<file path="config.mk">
export PLATFORM = sky130hd
export DESIGN_NAME = muldiv_unit_flat
export DESIGN_NICKNAME = d
export VERILOG_FILES = /design/src/rtl/muldiv_pkg.sv /design/src/rtl/muldiv_if.sv /design/src/rtl/muldiv_addsub.sv /design/src/rtl/muldiv_unit.sv /design/src/flat_wrapper.sv
export SDC_FILE = /design/constraint.sdc
export NUM_CORES = 1
export LEC_CHECK = 0
export CORE_ASPECT_RATIO = 0.5
export CORE_MARGIN = 10
export CORE_UTILIZATION = 50
export DETAILED_ROUTE_END_ITERATION = 7
export PLACE_DENSITY = 0.75
export SYNTH_ARGS = -nofsm -noshare
export SYNTH_HDL_FRONTEND = slang
export SYNTH_SLANG_ARGS = --single-unit
export TNS_END_PERCENT = 30
</file>
<file path="constraint.sdc">
create_clock -name clk -period 6.6 [get_ports clk]
set_input_delay 0.66 -clock clk [delete_from_list [all_inputs] [get_ports clk]]
set_output_delay 0.66 -clock clk [all_outputs]
set_load 0.01 [all_outputs]
</file>
<file path="src/rtl/muldiv_pkg.sv">
// Shared encodings for the multiply/divide unit: op codes, FSM states, iteration count.
// Latency: n/a (types and constants only).
// Backpressure: n/a.
package muldiv_pkg;

    localparam int MULDIV_ITER = 32;

    localparam logic [1:0] OP_MULT  = 2'b00;
    localparam logic [1:0] OP_MULTU = 2'b01;
    localparam logic [1:0] OP_DIV   = 2'b10;
    localparam logic [1:0] OP_DIVU  = 2'b11;

    typedef enum logic [1:0] {
        IDLE = 2'd0,
        CALC = 2'd1,
        FIX  = 2'd2
    } state_t;

    // Magnitude of a two's-complement operand; unsigned ops pass straight through.
    // 0x80000000 maps to itself, which is the correct unsigned magnitude 2^31.
    function automatic logic [31:0] abs32(input logic [31:0] v, input logic sgn);
        return (sgn && v[31]) ? (~v + 32'd1) : v;
    endfunction

endpackage

</file>
<file path="src/rtl/muldiv_if.sv">
// Execute-stage request/result bundle between the pipeline and the multiply/divide unit.
// Latency: n/a (wires only).
// Backpressure: the master must hold off start while busy is high.
interface muldiv_if #(
    parameter int DATA_W = 32
);
    logic              start;
    logic [1:0]        op;
    logic [DATA_W-1:0] a;
    logic [DATA_W-1:0] b;
    logic              hi_we;
    logic              lo_we;
    logic [DATA_W-1:0] wdata;
    logic              busy;
    logic              done;
    logic              div_by_zero;
    logic [DATA_W-1:0] hi;
    logic [DATA_W-1:0] lo;

    modport master (
        output start, op, a, b, hi_we, lo_we, wdata,
        input  busy, done, div_by_zero, hi, lo
    );

    modport slave (
        input  start, op, a, b, hi_we, lo_we, wdata,
        output busy, done, div_by_zero, hi, lo
    );
endinterface

</file>
<file path="src/rtl/muldiv_addsub.sv">
// 33-bit adder/subtractor shared by the multiply accumulate and the divide trial subtract.
// Latency: combinational.
// Backpressure: none.
module muldiv_addsub (
    input  logic [32:0] x,
    input  logic [32:0] y,
    input  logic        sub,
    output logic [32:0] sum,
    output logic        cout
);
    logic [33:0] full;

    // Subtract is x + ~y + 1; carry-out high means no borrow (x >= y).
    assign full = {1'b0, x} + {1'b0, y ^ {33{sub}}} + {33'd0, sub};
    assign sum  = full[32:0];
    assign cout = full[33];
endmodule

</file>
<file path="src/rtl/muldiv_unit.sv">
// Multiply/divide engine for mult/multu/div/divu owning HI/LO; divide hardware only with MULDIV_DIV_EN.
// Latency: 33 cycles start edge to done; divide-by-zero (or divide when compiled out) finishes in 1.
// Backpressure: none; start is dropped unless idle, the pipeline stalls on busy.
module muldiv_unit
    import muldiv_pkg::*;
#(
    parameter int DATA_W = 32
) (
    input  logic    clk,
    input  logic    rst_n,
    muldiv_if.slave bus
);

    localparam logic [4:0] LAST_ITER = 5'(MULDIV_ITER - 1);

    state_t              state;
    logic [4:0]          cnt;
    logic [DATA_W-1:0]   mcand;
    logic [2*DATA_W-1:0] prod;
    logic [2*DATA_W-1:0] prod_nxt;
    logic [2*DATA_W-1:0] prod_neg;
    logic                neg_lo;
    logic [DATA_W-1:0]   hi_q;
    logic [DATA_W-1:0]   lo_q;
    logic [DATA_W-1:0]   fix_hi;
    logic [DATA_W-1:0]   fix_lo;
    logic                done_q;
    logic                dbz_out;
    logic                sgn_op;

    logic [32:0]         as_x;
    logic [32:0]         as_y;
    logic [32:0]         as_sum;
    logic                as_sub;
    logic                as_cout;

`ifdef MULDIV_DIV_EN
    logic                is_div;
    logic                neg_hi;
    logic                dbz_q;
    logic [32:0]         div_shift;
`else
    logic                skip_wr;
    wire                 unused_cout = as_cout;
`endif

    assign sgn_op = ~bus.op[0];

    muldiv_addsub u_addsub (
        .x    (as_x),
        .y    (as_y),
        .sub  (as_sub),
        .sum  (as_sum),
        .cout (as_cout)
    );

    // Operand steering into the single add/sub: multiply adds the multiplicand when the
    // product LSB is set, divide always trial-subtracts the divisor from the shifted remainder.
    always_comb begin
`ifdef MULDIV_DIV_EN
        div_shift = {prod[63:32], prod[31]};
        as_sub    = is_div;
        as_x      = is_div ? div_shift : {1'b0, prod[63:32]};
        as_y      = {1'b0, (is_div || prod[0]) ? mcand : 32'd0};
`else
        as_sub    = 1'b0;
        as_x      = {1'b0, prod[63:32]};
        as_y      = {1'b0, prod[0] ? mcand : 32'd0};
`endif
    end

    always_comb begin
        prod_nxt = {as_sum, prod[31:1]};
`ifdef MULDIV_DIV_EN
        // A remainder needing bit 32 always exceeds the divisor, so 32 bits suffice on restore.
        if (is_div) begin
            if (as_cout) prod_nxt = {as_sum[31:0], prod[30:0], 1'b1};
            else         prod_nxt = {div_shift[31:0], prod[30:0], 1'b0};
        end
`endif
    end

    always_comb begin
        prod_neg = ~prod + 64'd1;
        fix_hi   = prod[63:32];
        fix_lo   = prod[31:0];
`ifdef MULDIV_DIV_EN
        if (is_div) begin
            if (neg_hi) fix_hi = ~prod[63:32] + 32'd1;
            if (neg_lo) fix_lo = ~prod[31:0] + 32'd1;
        end else if (neg_lo) begin
            {fix_hi, fix_lo} = prod_neg;
        end
`else
        if (neg_lo) {fix_hi, fix_lo} = prod_neg;
`endif
    end

    always_ff @(posedge clk) begin
        if (!rst_n) begin
            state   <= IDLE;
            cnt     <= '0;
            mcand   <= '0;
            prod    <= '0;
            neg_lo  <= 1'b0;
            hi_q    <= '0;
            lo_q    <= '0;
            done_q  <= 1'b0;
            dbz_out <= 1'b0;
`ifdef MULDIV_DIV_EN
            is_div  <= 1'b0;
            neg_hi  <= 1'b0;
            dbz_q   <= 1'b0;
`else
            skip_wr <= 1'b0;
`endif
        end else begin
            done_q  <= 1'b0;
            dbz_out <= 1'b0;
            case (state)
                IDLE: begin
                    if (bus.hi_we) hi_q <= bus.wdata;
                    if (bus.lo_we) lo_q <= bus.wdata;
                    if (bus.start) begin
                        cnt    <= '0;
                        neg_lo <= sgn_op & (bus.a[31] ^ bus.b[31]);
                        prod   <= {32'd0, abs32(bus.b, sgn_op)};
                        mcand  <= abs32(bus.a, sgn_op);
                        state  <= CALC;
`ifdef MULDIV_DIV_EN
                        is_div <= bus.op[1];
                        neg_hi <= sgn_op & bus.a[31];
                        dbz_q  <= 1'b0;
                        if (bus.op[1]) begin
                            prod  <= {32'd0, abs32(bus.a, sgn_op)};
                            mcand <= abs32(bus.b, sgn_op);
                            if (bus.b == '0) begin
                                // Pre-load the architectural divide-by-zero result; FIX copies it out.
                                prod   <= {bus.a, 32'hFFFF_FFFF};
                                neg_lo <= 1'b0;
                                neg_hi <= 1'b0;
                                dbz_q  <= 1'b1;
                                state  <= FIX;
                            end
                        end
`else
                        skip_wr <= bus.op[1];
                        if (bus.op[1]) state <= FIX;
`endif
                    end
                end
                CALC: begin
                    prod <= prod_nxt;
                    cnt  <= cnt + 5'd1;
                    if (cnt == LAST_ITER) state <= FIX;
                end
                FIX: begin
                    state  <= IDLE;
                    done_q <= 1'b1;
`ifdef MULDIV_DIV_EN
                    hi_q    <= fix_hi;
                    lo_q    <= fix_lo;
                    dbz_out <= dbz_q;
`else
                    if (!skip_wr) begin
                        hi_q <= fix_hi;
                        lo_q <= fix_lo;
                    end
`endif
                end
                default: state <= IDLE;
            endcase
        end
    end

    assign bus.busy        = (state != IDLE);
    assign bus.done        = done_q;
    assign bus.div_by_zero = dbz_out;
    assign bus.hi          = hi_q;
    assign bus.lo          = lo_q;

endmodule

</file>
<file path="src/flat_wrapper.sv">
// flat-port wrapper written by rule: the top's interface ports become plain ports
module muldiv_unit_flat import muldiv_pkg::*;
#(
    parameter int DATA_W = 32
)
  (clk, rst_n, bus_start, bus_op, bus_a, bus_b, bus_hi_we, bus_lo_we, bus_wdata, bus_busy, bus_done, bus_div_by_zero, bus_hi, bus_lo);
  muldiv_if #(.DATA_W(DATA_W)) bus_i ();
  input  logic clk;
  input  logic rst_n;
  input wire logic [$bits(bus_i.start)-1:0] bus_start;
  input wire logic [$bits(bus_i.op)-1:0] bus_op;
  input wire logic [$bits(bus_i.a)-1:0] bus_a;
  input wire logic [$bits(bus_i.b)-1:0] bus_b;
  input wire logic [$bits(bus_i.hi_we)-1:0] bus_hi_we;
  input wire logic [$bits(bus_i.lo_we)-1:0] bus_lo_we;
  input wire logic [$bits(bus_i.wdata)-1:0] bus_wdata;
  output wire logic [$bits(bus_i.busy)-1:0] bus_busy;
  output wire logic [$bits(bus_i.done)-1:0] bus_done;
  output wire logic [$bits(bus_i.div_by_zero)-1:0] bus_div_by_zero;
  output wire logic [$bits(bus_i.hi)-1:0] bus_hi;
  output wire logic [$bits(bus_i.lo)-1:0] bus_lo;
  assign bus_i.start = bus_start;
  assign bus_i.op = bus_op;
  assign bus_i.a = bus_a;
  assign bus_i.b = bus_b;
  assign bus_i.hi_we = bus_hi_we;
  assign bus_i.lo_we = bus_lo_we;
  assign bus_i.wdata = bus_wdata;
  assign bus_busy = bus_i.busy;
  assign bus_done = bus_i.done;
  assign bus_div_by_zero = bus_i.div_by_zero;
  assign bus_hi = bus_i.hi;
  assign bus_lo = bus_i.lo;
  muldiv_unit #(.DATA_W(DATA_W)) u_core (.clk(clk), .rst_n(rst_n), .bus(bus_i));
endmodule
</file>
==> metrics.txt, run 1 <==
register area share after synthesis=roughly 30%; initial antenna violation count=0; VDD IR-drop max=around 0.00018 V; WL final=approximately 41000 um; commonest non-fill, non-tap cell in the layout=dfxtp_1; slack of the critical path=approximately 3 ns; pre-CTS setup slack=about 2.9 ns; Synth Cell Area=11460 um2; Worst Path Max Fanout=32; postcts setup bufs=0; max frequency=roughly 280 MHz; Yosys warning count=0; Final ANT Viol Nets=0; number of synthesized flops with an enable pin=0; Clock Latency Late Sink=approximately 0.45 ns; Placed Cells=around 1900; crit path DAT=about 3.9 ns; gp weighted congestion=between 0.9 and 1; syn_area_per_cell=roughly 7.6 um2; commonest cells after routing, fill and taps aside=169 x dfxtp_1, 168 x clkdlybuf4s50_1, 164 x nor2_1; count of final setup violators=0; Initial Util=about 50%; synthesized instance count=about 1500; Die Wd=234.1 um; FFs w/ async S/R, synth=0%; Netlist cell types=between 80 and 90; clock root buffer=clkbuf_16; Setup Skew=between 0.008 and 0.009 ns; routed len/inst=21.33 um; Worst-Margin Slew=about 1.3 ns; Via-to-Cell Ratio=6.211; Setup CP Type=reg2reg; P&R area growth vs syn=21.09%; clock power share=between 30% and 40%; GRT Overall Usage=between 20% and 30%; CP endpoint kind=flop; CP Launch Type=flop; pwr/cell area=~210 nW/um2; Combinational Power Share=23.9%; Final Max Tran Viols=0; unrepaired setup endpoints after global routing=no; share of cells above drive strength 1=under 10%; # rows=39; FILL cells=around 2000; largest net degree at the start of global routing=between 60 and 70; internal power=between 0.002 and 0.0025 W; Buffers on Ports=between 150 and 200; Sw Ratio=30.91%; Final Hold Viols=0; diodes inserted=0; CP peak stage delay=just under 0.8 ns; CP Cell Sequence=buf_4, and2_1, ha_1, inv_1, fa_1, nor2b_1, o2111ai_1, a21oi_1, a311oi_1, o41ai_1, nor2_1, or3_1; P_sw=slightly above 0.0009 W; DR iter-0 viols=between 1000 and 1500; die area=around 30000 um2; period utilization=a little over half; final net count=around 1700; vias in the first global route=~11000; worst path required time=between 6 and 7 ns; H-tree level count=4; status=finished, final reports clean; syn nets=~1600; Ports=170; TritonRoute pass-1 iters=7; CTS tree=done; relative slew slack=around 14%; CTS Buffer Depth=2; DRC violations left=0; Die H=~130 um; Tmin final=approximately 3.6 ns; #FFs+latches synth=170; CTS clock-pin slew for the worst setup and hold paths=roughly 0.070 ns; detailed-placement wirelength estimate=approximately 31000 um; via count=11950; total congestion overflow=0; hold crit path type=reg2reg; part of the power in registers=between 30 and 40%; Synth Flop Type=dfxtp_1; CTS Buf Count=17; slowest library cell on the worst path=o41ai_1; first-pass GRT wire length=between 60000 and 70000 um; Leak Pwr=about 5.4 nW; clock sink total=170; final cell count without fillers=approximately 1900; post_cts resized=0; Total Neg Setup Slack=0 ns; hold_buf cts=0; core area=between 20000 and 25000 um2; maxcap violations=0
-- state kept, by name, summed over array words and instances (netlist names) --
register	cells
u_core.bus.done	1
u_core.bus.hi	32
u_core.bus.lo	32
u_core.cnt	5
u_core.mcand	32
u_core.neg_lo	1
u_core.prod	64
u_core.skip_wr	1
u_core.state	2
-- final cells by class --
type	instances	area, um2	share of cell area, %
Multi-Input combinational cell	1211	7592	54.69
Sequential cell	170	3405	24.52
Timing Repair Buffer	182	1787	12.87
Clock buffer	19	452.9	3.263
Tap cell	307	384.1	2.767
Clock inverter	11	170.2	1.226
Inverter	24	91.34	0.6580
-- synth_stat cells, drive strengths merged (3+ instances only) --
cell | count | area (um2)
a211o | 9 | 78.83
a211oi | 38 | 285.3
a21o | 23 | 172.7
a21oi | 142 | 710.7
a221oi | 3 | 26.28
a22o | 4 | 35.03
a22oi | 25 | 187.7
a311oi | 4 | 35.03
a31o | 3 | 26.28
a31oi | 7 | 43.79
a32o | 5 | 50.05
a32oi | 4 | 35.03
and2 | 35 | 219.0
and3 | 11 | 68.82
buf | 10 | 51.30
clkbuf | 90 | 337.8
dfxtp | 170 | 3403
ha | 37 | 462.9
inv | 22 | 82.58
mux2i | 10 | 100.1
nand2 | 157 | 589.3
nand2b | 11 | 68.82
nand3 | 31 | 160.1
nand4 | 20 | 125.1
nor2 | 167 | 626.9
nor2b | 6 | 37.54
nor3 | 28 | 140.1
nor4 | 14 | 108.9
nor4b | 3 | 26.28
o2111ai | 3 | 26.28
o211ai | 20 | 150.1
o21a | 10 | 75.07
o21ai | 83 | 415.4
o21bai | 3 | 22.52
o221ai | 18 | 157.7
o22ai | 4 | 25.02
o311ai | 3 | 26.28
o31a | 3 | 27.53
o31ai | 33 | 247.7
o41ai | 16 | 155.2
or2 | 14 | 90.09
or3 | 28 | 180.2
or4 | 18 | 141.4
xnor2 | 67 | 586.8
xor2 | 68 | 595.6
-- power by group through the flow --
| stage | Combinational [W] | Clock [W] | Sequential (W) |
|---|---|---|---|
| after floorplan | 0.000408 | 0 | 0.00119 |
| after global placement | 0.000687 | 0 | 0.00120 |
| after detailed placement | 0.000696 | 0 | 0.00121 |
| after CTS | 0.000700 | 0.00109 | 0.00118 |
| after global routing | 0.000768 | 0.00113 | 0.00119 |
| final | 0.000710 | 0.00108 | 0.00119 |
-- final timing paths --
path | to | slack, ns | startpoint | depth (start not counted)
hold / removal | u_core.bus.hi[30] | 0.45 | u_core.bus.hi[30] | 2
setup / recovery | u_core.prod[57] | 3.01 | u_core.prod[0] | 12
setup reg to reg | u_core.prod[57] | 3.01 | u_core.prod[0] | 12
hold reg to reg | u_core.bus.hi[30] | 0.45 | u_core.bus.hi[30] | 2
-- cell families (layout without fill, tap and decap cells) --
family          after synthesis  count (layout)  share of synthesized area (%)
buf+inv                     125             236                          4.267
compound gates              473             473                          27.11
xor+xnor                    135             135                          10.31
fa+ha+maj                    38              38                          4.213
flops                       170             170                          29.68
simple gates                554             554                          23.51
mux                          10              10                         0.8731
other cells                   1               1                        0.03271
-- metrics by stage --
step	power, W	util [%]	hold WS (ns)	instance area, um2
final	0.002971	61.18	0.4507	13880
after global routing	0.003092	61.18	0.4767	13880
after CTS	0.002970	61.18	0.4542	13880
after detailed placement	0.001901	58.43	0.4462	13260
after global placement	0.001889	58.43	0.4311	13260
after floorplan	0.001598	-	0.4312	11460
-- layer usage --
layer / track usage (%) / wire (um) / vias to the layer above
li1: - / - / 5701
met1: 35.80 / 18510 / 5704
met2: 42.06 / 18690 / 484
met3: 5.634 / 3050 / 61
met4: 7.129 / 785 / 0
met5: 0 / 0 / -
-- critical path, delay by kind of cell (launching register included) --
family	cells	cell delay [ns]
compound gates	4	1.26
fa+ha+maj	2	0.57
buf+inv	2	0.40
flops	1	0.40
simple gates	4	0.81
(Power assumes the default switching activity.)
==> run 2, diff against run 1 <==
Clock period 6.6 ns to 3.4 ns, I/O delays scaled along.
==> metrics.txt, run 2 (synthesis results as in run 1) <==
Worst-Margin Slew=~1.2 ns; post-layout util=between 60% and 70%; core area=about 23000 um2; worst path required time=3.72 ns; CP Launch Type=flop; Worst R2R Start=u_core.prod[0]; CP peak stage delay=approximately 0.45 ns; WL met2=between 15000 and 20000 um; commonest cells after routing, fill and taps aside=169 x dfxtp_1, 168 x clkdlybuf4s50_1, 165 x nor2_1; initial antenna violation count=0; Sw Ratio=32.37%; internal power=about 0.0039 W; Via-to-Cell Ratio=roughly 6.2; Leak Pwr=around 5.6 nW; GRT Overall Usage=between 20% and 30%; Die H=roughly 130 um; Tmin final=3.009 ns; Setup CP Type=reg2reg; Combinational Power Share=about a quarter; routed len/inst=between 20 and 25 um; Worst Path Max Fanout=11; period utilization=88.51%; clock power share=approximately a third; final net count=1784; slowest library cell on the worst path=a311oi_1; top sig layer=met4; commonest non-fill, non-tap cell in the layout=dfxtp_1; clock sink total=between 150 and 200; total congestion overflow=0; status=finished, final reports clean; Clock Latency Late Sink=0.45 ns; Most flops, register=u_core.prod; CTS Buf Count=17; area occupied by multi-input gates=7590 um2; relative slew slack=21.43%; CTS clock-pin slew for the worst setup and hold paths=around 0.07 ns; Final ANT Viol Nets=0; Initial Util=between 50% and 60%; Final Total Pwr=roughly 0.0057 W; count of final setup violators=0; Ports=170; FILL cells=a little over 2000; WHS Endpoint=u_core.bus.hi[13]; post_cts resized=0; max FFs per register=64; Final Max Tran Viols=0; Setup Skew=0.01275 ns; hold_buf cts=0; Final Hold Viols=0; CP Cell Sequence=buf_4, and2_1, ha_1, a21o_1, a21oi_1, a21oi_1, a311oi_1, o41ai_1, buf_4, nor4b_1, or3_1; reg-to-reg slack, setup=0.39 ns; VDD IR-drop max=0.0003176 V; FF-to-FF End=u_core.prod[57]; CTS tree=done; detailed-placement wirelength estimate=32620 um; hold crit path type=reg2reg; unrepaired setup endpoints after global routing=no; register area=~3400 um2; crit path DAT=roughly 3.3 ns; largest net degree at the start of global routing=73; TritonRoute pass-1 iters=6; first-pass GRT wire length=63780 um; R2R cell count=11; P_sw=0.001844 W; M1 wire length=roughly 18000 um; hold depth=2; maxcap violations=0; Die Wd=~230 um; via count=between 10000 and 15000; pwr/cell area=402.9 nW/um2; DR iter-0 viols=between 1000 and 1500; DRC violations left=0; gp weighted congestion=0.9607; CP endpoint kind=flop; H-tree level count=4; routed wl met3=between 3000 and 4000 um; part of the power in registers=40.4%; vias in the first global route=between 10000 and 15000; HP Start=u_core.bus.hi[13]; WL final=approximately 41000 um; postcts setup bufs=0; clock root buffer=clkbuf_16; CTS Buffer Depth=2; share of cells above drive strength 1=under 10%; P&R area growth vs syn=23.31%; die area=29750 um2; Total Neg Setup Slack=0 ns; max frequency=between 300 and 400 MHz; Buffers on Ports=~170; # rows=39
==> run 2: how the worst max path moves through the flow <==
stage                              start         endpoint  depth (start not counted)
final                     u_core.prod[0]  u_core.prod[57]                         11
after global routing      u_core.prod[0]  u_core.prod[57]                         12
after CTS                 u_core.prod[0]  u_core.prod[57]                         11
after detailed placement  u_core.prod[0]  u_core.prod[57]                         11
after global placement          bus_b[5]  u_core.prod[28]                          9
after floorplan           u_core.prod[0]  u_core.prod[57]                         13
==> run 2: layout make-up <==
class | count | area share [%]
diodes | 1 | 0.01770
flip-flops and latches | 170 | 24.08
clock buffers | 18 | 3.036
clock inverters | 14 | 1.124
inverters | 24 | 0.6461
well taps | 307 | 2.717
multi-input cells | 1211 | 53.69
repair buffers | 219 | 14.69
==> run 2: critical path, delay by kind of cell, from the launching register on <==
kind / cells / cell delay (ns)
adders and majority gates: 1 / 0.35
DFF: 1 / 0.33
and+or+nand+nor: 3 / 0.68
AOI/OAI and AO/OA: 5 / 1.20
buffers and inverters: 2 / 0.34
==> run 2: power by group through the flow <==
stage | combinational (W) | clock (W) | sequential, W
finish | 0.00141 | 0.00199 | 0.00230
global route | 0.00153 | 0.00209 | 0.00232
CTS | 0.00139 | 0.00201 | 0.00230
detailed placement | 0.00138 | 0 | 0.00234
global placement | 0.00136 | 0 | 0.00234
floorplan | 0.000792 | 0 | 0.00231
==> run 2: metrics by stage <==
stage	hold slack (ns)	cell area, um2	worst slack (ns)	cells
2_1_floorplan	0.4312	11460	0.1997	1506
3_3_place_gp	0.4330	13550	0.4820	1931
3_5_place_dp	0.4348	13550	0.4443	1931
4_1_cts	0.4444	14130	0.4181	1963
5_1_grt	0.4790	14130	0.2368	1963
6_report	0.4472	14140	0.3908	1964
==> run 2: routing by layer <==
metal	vias up	track usage, %
li1	5784	-
met1	5712	36.61
met2	519	41.94
met3	79	4.993
met4	0	10.22
met5	-	0
==> run 3, diff against run 2 <==
Settings changed: PLACE_DENSITY 0.75 to not set, PLACE_DENSITY_LB_ADDON set to 0.25.
==> metrics.txt, run 3 (synthesis results as in run 1) <==
clock root buffer=clkbuf_16; H-tree level count=4; Critical Path Most Common Cell=a21oi_1; gp weighted congestion=roughly 1; detailed-placement wirelength estimate=about 33000 um; first-pass GRT wire length=around 64000 um; diodes inserted=0; unrepaired setup endpoints after global routing=no; hold crit path type=reg2reg; CTS clock-pin slew for the worst setup and hold paths=0.07 ns; clock sink total=170; max FFs per register=64; status=finished, final reports clean; routed len/inst=21.11 um; initial antenna violation count=0; worst path required time=roughly 3.7 ns; relative slew slack=~29%; CP endpoint kind=flop; final net count=approximately 1800; CP peak stage delay=0.57 ns; Most flops, register=u_core.prod; CTS Buffer Depth=2; postcts setup bufs=0; Total Neg Setup Slack=0 ns; Worst Path Max Fanout=31; Buffers on Ports=~170; Die H=127.1 um; Clock Latency Late Sink=about 0.46 ns; CTS Buf Count=17; largest delay contributor family on the critical path=compound AO/OA/AOI/OAI gates; Worst-Margin Slew=1.062 ns; Die Wd=between 200 and 250 um; CP Launch Type=flop; VDD IR-drop max=0.0003482 V; Leak Pwr=between 5 and 6 nW; Ports=170; TritonRoute pass-1 iters=5; Via-to-Cell Ratio=around 6.1; FILL cells=2043; worst path bufs/invs=1; slowest library cell on the worst path=a311oi_1; # rows=39; CP Cell Sequence=buf_12, and2_1, ha_1, a21oi_1, nor2_1, a311oi_1, a21oi_1, o211ai_1, mux2i_1, o21bai_1; commonest non-fill, non-tap cell in the layout=dfxtp_1; period utilization=between 90 and 100%; DR iter-0 viols=approximately 1400; via count=approximately 12000; max frequency=326.3 MHz; Tmin final=3.064 ns; Initial Util=50.53%; Hold WS=~0.45 ns; GRT Overall Usage=~27%; CTS tree=done; crit path DAT=about 3.4 ns; post_cts resized=0; share of cells above drive strength 1=between 7 and 8%; count of final setup violators=0; Setup Skew=~0.012 ns; WL final=around 42000 um; core area=between 20000 and 25000 um2; vias in the first global route=between 10000 and 15000; commonest cells after routing, fill and taps aside=169 x dfxtp_1, 168 x clkdlybuf4s50_1, 165 x nor2_1; maxcap violations=0; hold_buf cts=0; largest net degree at the start of global routing=64; DRC violations left=0; Setup CP Type=reg2reg; total congestion overflow=0; die area=about 30000 um2; P&R area growth vs syn=23.64%; Final ANT Viol Nets=0; Final Max Tran Viols=0; pwr/cell area=approximately 400 nW/um2; Final Hold Viols=0
run 3: worst paths after layout:
kind / startpoint / endpoint / slack, ns / cells past startpoint
worst max-delay path: u_core.prod[0] / u_core.prod[62] / 0.34 / 10
worst min-delay path: u_core.mcand[31] / u_core.mcand[31] / 0.45 / 2
worst max register to register: u_core.prod[0] / u_core.prod[62] / 0.34 / 10
worst min register to register: u_core.mcand[31] / u_core.mcand[31] / 0.45 / 2
run 3: final cells by class:
class | count | area, um2 | area share (%)
Clock buffer | 18 | 429.2 | 3.028
Clock inverter | 14 | 161.4 | 1.139
Inverter | 24 | 91.34 | 0.6444
Multi-Input combinational cell | 1211 | 7590 | 53.54
Sequential cell | 170 | 3405 | 24.02
Tap cell | 307 | 384.1 | 2.710
Timing Repair Buffer | 224 | 2115 | 14.92
run 3: stage by stage:
stage               util (%)  worst slack [ns]  instances  total power [W]  instance area [um2]
floorplan                  -            0.1997       1506         0.003103                11460
global placement       59.87            0.4583       1936         0.003713                13580
detailed placement     59.87            0.3934       1936         0.003737                13580
CTS                    62.47            0.3961       1968         0.005714                14170
global route           62.47            0.1566       1968         0.005942                14170
finish                 62.47            0.3356       1968         0.005723                14170
run 3: where the power goes:
group          total [W]  internal (W)  switching [W]
Combinational    0.00143      0.000612       0.000816
Clock            0.00200       0.00110       0.000900
Sequential       0.00230       0.00215       0.000150
Total            0.00572       0.00386        0.00187
run 3: worst register-to-register path, cell delays in order, from the launching register on:
cell and delay (ns):
dfxtp_1 0.48, buf_12 0.21, and2_1 0.19, ha_1 0.32
a21oi_1 0.27, nor2_1 0.08, a311oi_1 0.57, a21oi_1 0.25
o211ai_1 0.29, mux2i_1 0.22, o21bai_1 0.07
run 3: routing by layer:
layer	GRT usage (%)	routed length, um
met1	35.63	18210
met3	5.546	3355
met2	43.53	18890
met4	9.581	1079
met5	0	0
